File: src/rtl/serial_load_pkg.sv
// Shared definitions for the serial capture controller: FSM encoding and counter sizing.
package serial_load_pkg;

    localparam int STATE_W = 2;

    typedef enum logic [STATE_W-1:0] {
        S_IDLE  = 2'b00,
        S_SHIFT = 2'b01,
        S_HOLD  = 2'b10
    } state_e;

    // Plain vector constants so the state register can hold the illegal 2'b11 code.
    localparam logic [STATE_W-1:0] ST_IDLE  = S_IDLE;
    localparam logic [STATE_W-1:0] ST_SHIFT = S_SHIFT;
    localparam logic [STATE_W-1:0] ST_HOLD  = S_HOLD;

    function automatic int cnt_width(input int width);
        return (width < 2) ? 1 : $clog2(width);
    endfunction

endpackage

File: src/rtl/dff_en_sclr.sv
// Single D flip-flop with load enable and synchronous active-high clear (clear wins).
module dff_en_sclr (
    input  logic i_clk,
    input  logic i_clr,
    input  logic i_en,
    input  logic i_d,
    output logic o_q
);

    logic r_q;

    always_ff @(posedge i_clk) begin
        if (i_clr) begin
            r_q <= 1'b0;
        end else if (i_en) begin
            r_q <= i_d;
        end
    end

    assign o_q = r_q;

endmodule

File: src/rtl/serial_load_ctrl.sv
// Serial-in/parallel-out capture: shifts WIDTH bits after a start, then presents the
// word with a valid/ack handshake and a sticky overrun flag for starts seen mid-shift.
//
// state  | meaning
// IDLE   | waiting for start
// SHIFT  | sampling din once per edge, WIDTH edges total
// HOLD   | word presented on q, waiting for q_ack
module serial_load_ctrl
    import serial_load_pkg::*;
#(
    parameter int WIDTH     = 8,
    parameter bit MSB_FIRST = 1'b1
) (
    input  logic             clk,
    input  logic             clr,
    input  logic             start,
    input  logic             din,
    input  logic             q_ack,
    output logic [WIDTH-1:0] q,
    output logic             q_valid,
    output logic             busy,
    output logic             ovr
);

    localparam int                CNT_W    = cnt_width(WIDTH);
    localparam logic [CNT_W-1:0]  CNT_LAST = CNT_W'(WIDTH - 1);

    logic [STATE_W-1:0] r_state;
    logic [CNT_W-1:0]   r_cnt;
    logic               r_q_valid;
    logic               r_ovr;

    logic [WIDTH-1:0]   w_sr;
    logic [WIDTH-1:0]   w_sr_next;
    logic               w_illegal;
    logic               w_chain_clr;
    logic               w_shift_en;
    logic               w_done;

    assign w_illegal   = (r_state != ST_IDLE) && (r_state != ST_SHIFT) && (r_state != ST_HOLD);
    assign w_chain_clr = clr | w_illegal;
    assign w_shift_en  = (r_state == ST_SHIFT);
    assign w_done      = w_shift_en && (r_cnt == CNT_LAST);

    generate
        if (MSB_FIRST) begin : g_msb_first
            assign w_sr_next = {w_sr[WIDTH-2:0], din};
        end else begin : g_lsb_first
            assign w_sr_next = {din, w_sr[WIDTH-1:1]};
        end
    endgenerate

    // The output bank loads the chain's next value so q includes the final bit directly.
    genvar gi;
    generate
        for (gi = 0; gi < WIDTH; gi++) begin : g_bank
            dff_en_sclr u_sr_bit (
                .i_clk (clk),
                .i_clr (w_chain_clr),
                .i_en  (w_shift_en),
                .i_d   (w_sr_next[gi]),
                .o_q   (w_sr[gi])
            );

            dff_en_sclr u_q_bit (
                .i_clk (clk),
                .i_clr (w_chain_clr),
                .i_en  (w_done),
                .i_d   (w_sr_next[gi]),
                .o_q   (q[gi])
            );
        end
    endgenerate

    always_ff @(posedge clk) begin
        if (clr) begin
            r_state   <= ST_IDLE;
            r_cnt     <= '0;
            r_q_valid <= 1'b0;
            r_ovr     <= 1'b0;
        end else begin
            case (r_state)
                ST_IDLE: begin
                    if (start) begin
                        r_state <= ST_SHIFT;
                        r_cnt   <= '0;
                    end
                end
                ST_SHIFT: begin
                    if (start) begin
                        r_ovr <= 1'b1;
                    end
                    if (r_cnt == CNT_LAST) begin
                        r_state   <= ST_HOLD;
                        r_q_valid <= 1'b1;
                    end else begin
                        r_cnt <= r_cnt + CNT_W'(1);
                    end
                end
                ST_HOLD: begin
                    if (q_ack) begin
                        r_q_valid <= 1'b0;
                        r_cnt     <= '0;
                        r_state   <= start ? ST_SHIFT : ST_IDLE;
                    end
                end
                default: begin
                    r_state   <= ST_IDLE;
                    r_cnt     <= '0;
                    r_q_valid <= 1'b0;
                    r_ovr     <= 1'b0;
                end
            endcase
        end
    end

    assign q_valid = r_q_valid;
    assign ovr     = r_ovr;
    assign busy    = (r_state == ST_SHIFT) || (r_state == ST_HOLD);

endmodule

File: config.mk
export PLATFORM = sky130hd
export DESIGN_NAME = serial_load_ctrl
export DESIGN_NICKNAME = d
export VERILOG_FILES = /design/src/rtl/serial_load_pkg.sv /design/src/rtl/dff_en_sclr.sv /design/src/rtl/serial_load_ctrl.sv
export SDC_FILE = /design/constraint.sdc
export NUM_CORES = 1
export LEC_CHECK = 0
export BUFFER_PORTS_ARGS = -buffer_cell sky130_fd_sc_hd__buf_2
export CAP_MARGIN = 10
export CORE_MARGIN = 4
export CORE_UTILIZATION = 35
export CTS_CLUSTER_SIZE = 25
export DETAILED_ROUTE_END_ITERATION = 12
export PLACE_DENSITY = 0.65
export SKIP_CTS_REPAIR_TIMING = 1
export SYNTH_ARGS = -nofsm -noshare
export SYNTH_HDL_FRONTEND = slang
export SYNTH_SLANG_ARGS = --single-unit
export TNS_END_PERCENT = 20
File: constraint.sdc
create_clock -name clk -period 2.8 [get_ports clk]
set_clock_uncertainty 0.15 [all_clocks]
set_input_delay 0.7 -clock clk [delete_from_list [all_inputs] [get_ports clk]]
set_output_delay 0.7 -clock clk [all_outputs]
set_load 0.03 [all_outputs]
==> implementation parameters, run 1 <==
Parameter                              Value

Run status
  Status ... completed

Timing
  Achievable frequency ... 0.467 GHz
  RSZ-0062 raised after global routing ... false
  Hold violation count in the final report ... 0
  Final-report max-slew violation count ... 0
  Setup_tns ... 0 ps
  Post-layout min period ... 2140 ps
  Slew of the pin with the lowest slew margin ... 486 ps
  PnR worst setup slack ... 658 ps
  Total setup violations reported at the end of the flow ... 0
  Relative max-transition margin ... 0.675
  Portion of the clock cycle consumed by the worst path in the final layout ... 0.765

Yosys
  Prevailing post-synth register cell ... sky130_fd_sc_hd__dfxtp_1
  Cells taking the most area after synthesis ... sky130_fd_sc_hd__dfxtp_1, sky130_fd_sc_hd__ha_1, sky130_fd_sc_hd__mux2i_1, sky130_fd_sc_hd__nand2_1, sky130_fd_sc_hd__buf_4
  Number of synthesized flops with an enable pin ... 0
  Post-synth ARST share ... 0
  Post-Synthesis Cells ... 113
  Proportion of netlist area held by the largest area contributor ... 0.431
  Most frequent cell after synthesis ... sky130_fd_sc_hd__dfxtp_1
  Total of warnings raised by yosys ... 0
  Cell type with the highest aggregate area in the netlist ... sky130_fd_sc_hd__dfxtp_1
  Post-synthesis net count ... 125
  Netlist Area Pre-Place ... 0.00102 sq mm
  Unique masters post-synth ... 26
  Post-synthesis sequential area ratio ... 0.431
  Flops & latches, synth ... 22
  List of most frequent post-synthesis cells ... sky130_fd_sc_hd__dfxtp_1, sky130_fd_sc_hd__nand2_1, sky130_fd_sc_hd__a21oi_1
  Mean area per synthesized cell ... 9.05 sq um

Cells and area
  Synth-to-layout area growth ... 6.12%
  Antenna cells ... 0
  NumNets Final ... 132
  Storage element area ... 440 sq um
  Final standard cell area without fillers ... 0.00108 sq mm
  Number of fill cells in the layout ... 290
  Share of post-route cells with drive strength above 1 ... 0.193
  Area used by multi-input combinational logic ... 479 sq um

Route
  Routed wirelength normalized by instance count ... 11.9 um
  DRC viols ... 0
  Vias after detailed routing ... 755
  Total wire length after detailed routing ... 1790 um
  Post-detailed-route via-to-cell ratio ... 5.03
  Antenna violation net count after detailed routing ... 0
  First-pass iteration count of the detailed router ... 4
  Violation count after the first detailed-route iteration ... 45

Pwr
  Power Density ... 607 mW/mm^2
  Maximum VDD drop ... 0.000389 V
  P_leak ... 0.000443 uW

Die
  Overall die width ... 62.0 um
  # IOs ... 16
  Die Ht ... 62.0 um
  FP Rows ... 19
  Floorplan die area ... 0.00385 sq mm
  Core area ... 0.00278 sq mm
  Starting utilization of the core area ... 0.368

Setup path
  Largest fanout on the critical path ... 5
  Master of the slowest instance on the critical path ... sky130_fd_sc_hd__dfxtp_1
  Data required time of the critical path ... 1950 ps
  Crit Path Class ... reg -> out
  Biggest cell delay along the critical path ... 430 ps
  Cell Chain, Critical Path ... inv_1 > ha_1 > buf_2
  Critical path startpoint category ... register
  Nature of the critical path endpoint ... output port
  Data arrival time of the critical path ... 1290 ps
  Internal reg-to-reg setup slack ... 820 ps

Global routing
  Global route total overflow ... 0
  Number of global-route vias before repair ... 738
  Wire length of the first global-routing pass ... 3100 um
  Global router's overall resource usage ... 0.107
  Largest net degree at the start of global routing ... 17
  Antenna violations before repair ... 0

CTS
  Clock latency of the later-clocked register in the worst-skew pair ... 300 ps
  Maximum clock path buffer count ... 2
  Clock slew seen by the registers of the worst setup and hold paths ... 120 ps
  CTS sink cnt ... 22
  Maximum level of the CTS H-tree ... 1
  CTS tree ... done
  Root Buffer ... sky130_fd_sc_hd__clkbuf_4
  TritonCTS Buffers ... 3

Place
  Quantity of I/O buffers inserted on ports ... 15
  HPWL after DPL ... 1350 um
  Dpl cell area ... 0.00105 sq mm
  DP Worst Slack ... 825 ps
  Placer's final routability congestion estimate ... 0.801

Min path
  HP Class ... reg -> reg

Run
  # Max-Cap Violations ... 0
==> layout make-up <==
| class | instances | share of cell area |
|---|---|---|
| clock buffer | 4 | 0.0334 |
| inverter | 4 | 0.0138 |
| multi-input combinational | 74 | 0.442 |
| sequential | 22 | 0.406 |
| tap | 31 | 0.0358 |
| timing repair buffer | 15 | 0.0692 |
==> per-layer routing <==
layer	global-route usage	routed length, um	share of wire
met5	0	0	0
met4	0.0182	0	0
met3	0.0413	130	0.073
met2	0.183	826	0.46
met1	0.128	834	0.47
==> cell families after synthesis <==
group / synth area share
simple gates: 0.180
flops: 0.431
compound gates: 0.125
buf+inv: 0.100
mux: 0.0783
fa+ha+maj: 0.0857
==> worst max-delay path: cells and delay by family, from the launching register on <==
kind / cells / cell delay (ps)
adders and majority gates: 1 / 290
buffers and inverters: 2 / 270
DFF: 1 / 430
==> state kept, by name (all words and copies together) (netlist names) <==
register / count
g_bank.u_q_bit.o_q: 8
g_bank.u_sr_bit.o_q: 7
r_cnt: 3
r_state: 2
ovr: 1
q_valid: 1
==> placed cells by master (no fill, tap or decap) <==
cell type	netlist	final
sky130_fd_sc_hd__o31ai_1	2	2
sky130_fd_sc_hd__or3_4	1	1
sky130_fd_sc_hd__nand3_1	1	1
sky130_fd_sc_hd__and2_4	1	1
sky130_fd_sc_hd__nand3b_1	1	1
sky130_fd_sc_hd__o41ai_1	1	1
sky130_fd_sc_hd__a21oi_1	9	9
sky130_fd_sc_hd__nor2b_1	3	3
sky130_fd_sc_hd__buf_2	1	15
sky130_fd_sc_hd__inv_1	4	4
sky130_fd_sc_hd__o311ai_0	4	4
sky130_fd_sc_hd__nor3_1	1	1
sky130_fd_sc_hd__nand2b_1	1	1
sky130_fd_sc_hd__nor2_1	8	8
sky130_fd_sc_hd__or2_2	1	1
sky130_fd_sc_hd__clkbuf_8	0	1
sky130_fd_sc_hd__a21bo_2	1	1
sky130_fd_sc_hd__nand2_1	21	21
sky130_fd_sc_hd__o21ai_0	1	1
sky130_fd_sc_hd__ha_1	7	7
sky130_fd_sc_hd__dfxtp_1	22	22
sky130_fd_sc_hd__clkbuf_4	0	3
sky130_fd_sc_hd__o2bb2ai_1	1	1
sky130_fd_sc_hd__mux2i_1	8	8
sky130_fd_sc_hd__nor4_1	1	1
==> where the power goes <==
part	switching [uW]	internal, uW	leakage, uW	total [uW]
Sequential	12.9	327	0.000178	340
Combinational	91.0	56.4	0.000245	147
Clock	92.4	79.4	0.0000210	172
==> worst paths after layout <==
kind | start | to | cells after the start
worst max-delay path | r_state[0] | busy | 3
worst min register to register | g_bank[0].u_q_bit.o_q | g_bank[0].u_q_bit.o_q | 2
worst max register to register | r_state[1] | r_cnt[2] | 5
worst min-delay path | g_bank[0].u_q_bit.o_q | g_bank[0].u_q_bit.o_q | 2
==> through the flow <==
| stage | hold WS, ps | util | power [uW] | std cells |
|---|---|---|---|---|
| 2_1_floorplan | 281 | - | 467 | 113 |
| 3_3_place_gp | 296 | 0.377 | 489 | 146 |
| 3_5_place_dp | 294 | 0.377 | 493 | 146 |
| 4_1_cts | 311 | 0.390 | 668 | 150 |
| 5_1_grt | 329 | 0.390 | 698 | 150 |
| 6_report | 307 | 0.390 | 659 | 150 |
Power figures use the tool's default switching activity.
==> run 2, diff against run 1 <==
==> constraint.sdc (replaced) <==
create_clock -name clk -period 2.2 [get_ports clk]
set_clock_uncertainty 0.15 [all_clocks]
set_input_delay 0.55 -clock clk [delete_from_list [all_inputs] [get_ports clk]]
set_output_delay 0.55 -clock clk [all_outputs]
set_load 0.03 [all_outputs]
==> run 2 against run 1 <==
  * Hold slack lost 18 ps
  * First-iteration DRC count shrank 67%
  * Via count shrank 1.6%
  * Global-route usage grew 0.61 points
  * Critical path depth is the same
  * Register-to-register slack lost 430 ps
  * Die area is the same
==> implementation parameters, run 2 (synthesis results as in run 1) <==
Parameter                              Value

CTS
  Maximum clock path buffer count ... 2
  Maximum level of the CTS H-tree ... 1
  TritonCTS Buffers ... 3
  Clock latency of the later-clocked register in the worst-skew pair ... 300 ps
  Clock slew seen by the registers of the worst setup and hold paths ... 120 ps
  Root Buffer ... sky130_fd_sc_hd__clkbuf_4
  CTS sink cnt ... 22
  CTS tree ... done

Min path
  Startpoint of the most critical hold path ... clr
  Cell depth of the worst min-delay path ... 2
  HP Class ... in -> reg
  Hold Crit Endpoint ... ovr

Timing
  Post-layout min period ... 1980 ps
  Hold violation count in the final report ... 0
  Relative max-transition margin ... 0.684
  Final-report max-slew violation count ... 0
  Portion of the clock cycle consumed by the worst path in the final layout ... 0.901
  RSZ-0062 raised after global routing ... false
  Slew of the pin with the lowest slew margin ... 473 ps
  Total setup violations reported at the end of the flow ... 0
  Setup_tns ... 0 ps
  Achievable frequency ... 0.505 GHz

Global routing
  Largest net degree at the start of global routing ... 17
  Antenna violations before repair ... 0
  Wire length of the first global-routing pass ... 3240 um
  Number of global-route vias before repair ... 753
  Global route total overflow ... 0
  Global router's overall resource usage ... 0.113

Pwr
  Power Density ... 837 mW/mm^2
  P_leak ... 0.000455 uW
  Total power after layout ... 928 uW
  Maximum VDD drop ... 0.000539 V

Setup path
  Capture point of the worst reg-to-reg path ... r_cnt[1]
  Critical path startpoint category ... register
  Biggest cell delay along the critical path ... 430 ps
  Internal reg-to-reg setup slack ... 390 ps
  Cell Chain, Critical Path ... inv_1 > ha_1 > buf_2
  Largest fanout on the critical path ... 5
  Nature of the critical path endpoint ... output port
  Length in cells of the worst reg-to-reg path ... 5
  R2r startpoint ... r_cnt[0]
  Data arrival time of the critical path ... 1280 ps
  Master of the slowest instance on the critical path ... sky130_fd_sc_hd__dfxtp_1
  Crit Path Class ... reg -> out
  Data required time of the critical path ... 1500 ps

Cells and area
  Antenna cells ... 0
  Most frequent cells in the layout ... sky130_fd_sc_hd__dfxtp_1, sky130_fd_sc_hd__nand2_1, sky130_fd_sc_hd__buf_2
  Synth-to-layout area growth ... 8.45%
  Share of post-route cells with drive strength above 1 ... 0.200
  NumNets Final ... 133
  Final standard cell area without fillers ... 0.00111 sq mm
  Max FFs per register ... 8
  Final Instance Count excl. Fillers ... 151
  Most common library cell in the layout ignoring fill and taps ... sky130_fd_sc_hd__dfxtp_1

Place
  Placer's final routability congestion estimate ... 0.803
  Quantity of I/O buffers inserted on ports ... 15
  Cell count after placement ... 147
  Dpl cell area ... 0.00106 sq mm
  HPWL after DPL ... 1350 um

Route
  DRC viols ... 0
  First-pass iteration count of the detailed router ... 4
  Vias after detailed routing ... 743
  Total wire length after detailed routing ... 1780 um
  Antenna violation net count after detailed routing ... 0
  Violation count after the first detailed-route iteration ... 15
  Post-detailed-route via-to-cell ratio ... 4.92
  Routed wirelength normalized by instance count ... 11.8 um

Die
  Floorplan die area ... 0.00385 sq mm
  Starting utilization of the core area ... 0.368
  # IOs ... 16
  Overall die width ... 62.0 um
  Die Ht ... 62.0 um
  FP Rows ... 19
  Core area ... 0.00278 sq mm

Run
  # Max-Cap Violations ... 0

Run status
  Status ... completed
run 2: cell types whose count changed in the layout (fill, tap and decap cells not counted), sizes merged:
cell,delta
clkbuf,-1
buf,+1
bufinv,+1
run 2: critical path, delay by kind of cell, from the launching register on:
kind	cells	cell delay, ps
DFF	1	430
adders and majority gates	1	280
buffers and inverters	2	260
run 2: metal layers:
layer	GRT usage	vias up	share of wire
li1	-	387	-
met1	0.130	339	0.46
met2	0.200	15	0.47
met3	0.0393	2	0.056
met4	0.0273	0	0.0039
met5	0	-	0
run 2: per-stage QoR:
step | hold WS [ps] | worst slack, ps | util
floorplan | 281 | 474 | -
global placement | 296 | 475 | 0.380
detailed placement | 296 | 395 | 0.380
CTS | 271 | 196 | 0.399
global route | 272 | 117 | 0.399
finish | 289 | 219 | 0.399
run 2: final cells by class:
| class | instances | area, sq um |
|---|---|---|
| Fill cell | 290 | 1670 |
| Multi-Input combinational cell | 74 | 479 |
| Sequential cell | 22 | 440 |
| Timing Repair Buffer | 16 | 82.6 |
| Tap cell | 31 | 38.8 |
| Clock inverter | 1 | 30.0 |
| Clock buffer | 3 | 22.5 |
| Inverter | 4 | 15.0 |
run 2: power breakdown:
group          internal, uW  switching, uW  total, uW
Clock                   184            122        306
Sequential              416           15.1        431
Combinational          74.0            117        191
run 2: worst max-delay path by stage:
stage | from | end | slack (ps) | depth (start not counted)
CTS | r_state[0] | busy | 200 | 3
global placement | clr | r_state[0] | 470 | 4
finish | r_state[0] | busy | 220 | 3
floorplan | r_state[1] | r_cnt[1] | 470 | 7
global route | r_state[0] | busy | 120 | 3
detailed placement | clr | r_state[0] | 390 | 4
==> run 3, diff against run 2 <==
--- a/config.mk
+++ b/config.mk
@@ -8,12 +8,11 @@
 export BUFFER_PORTS_ARGS = -buffer_cell sky130_fd_sc_hd__buf_2
 export CAP_MARGIN = 10
 export CORE_MARGIN = 4
-export CORE_UTILIZATION = 35
+export CORE_UTILIZATION = 50
 export CTS_CLUSTER_SIZE = 25
 export DETAILED_ROUTE_END_ITERATION = 12
-export PLACE_DENSITY = 0.65
+export PLACE_DENSITY = 0.83
 export SKIP_CTS_REPAIR_TIMING = 1
 export SYNTH_ARGS = -nofsm -noshare
 export SYNTH_HDL_FRONTEND = slang
 export SYNTH_SLANG_ARGS = --single-unit
-export TNS_END_PERCENT = 20
==> run 3 against run 2 <==
  * Clock-buffer cell count up 1
  * Hold slack lost 5.8 ps
  * Critical path type unchanged
  * Setup slack worse by 9.1 ps
  * Utilization rose by 16 points
==> implementation parameters, run 3 (synthesis results as in run 1) <==
Parameter                              Value

Die
  Overall die width ... 53.2 um
  Floorplan die area ... 0.00283 sq mm
  Starting utilization of the core area ... 0.526
  # IOs ... 16
  Die Ht ... 53.2 um
  FP Rows ... 16
  Core area ... 0.00194 sq mm

Cells and area
  NumNets Final ... 133
  Fraction of the core area covered by cells at the end of the flow ... 0.560
  Max FFs per register ... 8
  Antenna cells ... 0
  Most common library cell in the layout ignoring fill and taps ... sky130_fd_sc_hd__dfxtp_1
  Share of post-route cells with drive strength above 1 ... 0.200
  Number of fill cells in the layout ... 183
  Most frequent cells in the layout ... sky130_fd_sc_hd__dfxtp_1, sky130_fd_sc_hd__nand2_1, sky130_fd_sc_hd__buf_2
  Synth-to-layout area growth ... 6.36%

Pwr
  Sequential cell fraction of total power ... 0.510
  Switching pwr ... 257 uW
  Clk pwr share ... 0.263
  Share of total power consumed by net switching ... 0.303
  Relative contribution of combinational cells to total power ... 0.227
  Maximum VDD drop ... 0.000473 V
  Total power after layout ... 848 uW
  Power Density ... 780 mW/mm^2
  P_leak ... 0.000448 uW
  Internal Dissipation ... 592 uW

Setup path
  Internal reg-to-reg setup slack ... 380 ps
  Largest fanout on the critical path ... 4
  Crit Path Class ... reg -> out
  Data arrival time of the critical path ... 1290 ps
  Capture point of the worst reg-to-reg path ... r_cnt[1]
  End point of the critical path ... busy
  Nature of the critical path endpoint ... output port
  Critical path startpoint category ... register
  Data required time of the critical path ... 1500 ps
  Start point of the critical path ... r_state[1]
  R2r startpoint ... r_cnt[0]
  Length in cells of the worst reg-to-reg path ... 5

Global routing
  Global router's overall resource usage ... 0.150
  Wire length of the first global-routing pass ... 3130 um
  Antenna violations before repair ... 0
  Number of global-route vias before repair ... 761
  Global route total overflow ... 0
  Largest net degree at the start of global routing ... 17

Place
  Placer's final routability congestion estimate ... 0.806
  Quantity of I/O buffers inserted on ports ... 15
  HPWL after DPL ... 1330 um

Route
  Antenna violation net count after detailed routing ... 0
  First-pass iteration count of the detailed router ... 3
  Violation count after the first detailed-route iteration ... 4
  Routed wirelength normalized by instance count ... 12.1 um
  Total wire length after detailed routing ... 1770 um
  Vias after detailed routing ... 754
  Post-detailed-route via-to-cell ratio ... 5.13
  DRC viols ... 0

CTS
  Clock slew seen by the registers of the worst setup and hold paths ... 120 ps
  TritonCTS Buffers ... 3
  Clock latency of the later-clocked register in the worst-skew pair ... 310 ps
  CTS tree ... done
  Root Buffer ... sky130_fd_sc_hd__clkbuf_4
  CTS sink cnt ... 22
  Maximum clock path buffer count ... 2
  Maximum level of the CTS H-tree ... 1

Timing
  Final-report max-slew violation count ... 0
  Achievable frequency ... 0.502 GHz
  Slew of the pin with the lowest slew margin ... 557 ps
  Hold violation count in the final report ... 0
  Total setup violations reported at the end of the flow ... 0
  Setup_tns ... 0 ps
  Portion of the clock cycle consumed by the worst path in the final layout ... 0.905
  RSZ-0062 raised after global routing ... false
  Relative max-transition margin ... 0.628
  Post-layout min period ... 1990 ps

Min path
  HP Class ... in -> reg

Run status
  Status ... completed

Run
  # Max-Cap Violations ... 0
-- run 3: changes by cell type in the layout (fill, tap and decap cells not counted) --
cell | before | now
sky130_fd_sc_hd__bufinv_16 | 1 | 0
sky130_fd_sc_hd__clkbuf_8 | 0 | 1
-- run 3: how the worst min path moves through the flow --
stage / from / end / slack, ps / cells after the start
finish: clr / ovr / 280 / 2
global route: clr / ovr / 290 / 2
CTS: clr / ovr / 280 / 2
detailed placement: g_bank[4].u_q_bit.o_q / g_bank[4].u_q_bit.o_q / 290 / 2
global placement: g_bank[0].u_q_bit.o_q / g_bank[0].u_q_bit.o_q / 290 / 2
floorplan: g_bank[6].u_sr_bit.o_q / g_bank[7].u_q_bit.o_q / 280 / 2
-- run 3: power groups by stage --
| stage | logic [uW] | registers [uW] | clock network, uW |
|---|---|---|---|
| 2_1_floorplan | 150 | 445 | 0 |
| 3_3_place_gp | 186 | 439 | 0 |
| 3_5_place_dp | 191 | 441 | 0 |
| 4_1_cts | 193 | 432 | 226 |
| 5_1_grt | 214 | 435 | 239 |
| 6_report | 193 | 432 | 223 |
-- run 3: cell type report --
cell class                 instances  area, sq um  share of cell area
clock buffer                       4         36.3              0.0334
inverter                           4         15.0              0.0138
multi-input combinational         74          479               0.441
sequential                        22          440               0.405
tap                               27         33.8              0.0311
timing repair buffer              16         82.6              0.0759
-- run 3: worst max-delay path, cell delays in order (launching register included) --
cell,delay [ps]
sky130_fd_sc_hd__dfxtp_1,410
sky130_fd_sc_hd__inv_1,110
sky130_fd_sc_hd__ha_1,280
sky130_fd_sc_hd__buf_2,180
-- run 3: through the flow --
step | instance area, sq um | std cells | setup slack [ps] | hold WS [ps]
after floorplan | 1020 | 113 | 474 | 281
after global placement | 1050 | 143 | 475 | 294
after detailed placement | 1050 | 143 | 395 | 293
after CTS | 1090 | 147 | 199 | 280
after global routing | 1090 | 147 | 134 | 294
final | 1090 | 147 | 210 | 283
-- run 3: layer usage --
metal  part of all wire  GRT usage  vias to the layer above
met1               0.45      0.176                      354
met4              0.012     0.0766                        0
met2               0.51      0.257                       11
met3              0.032     0.0254                        2
met5                  0          0                        -
li1                   -          -                      387
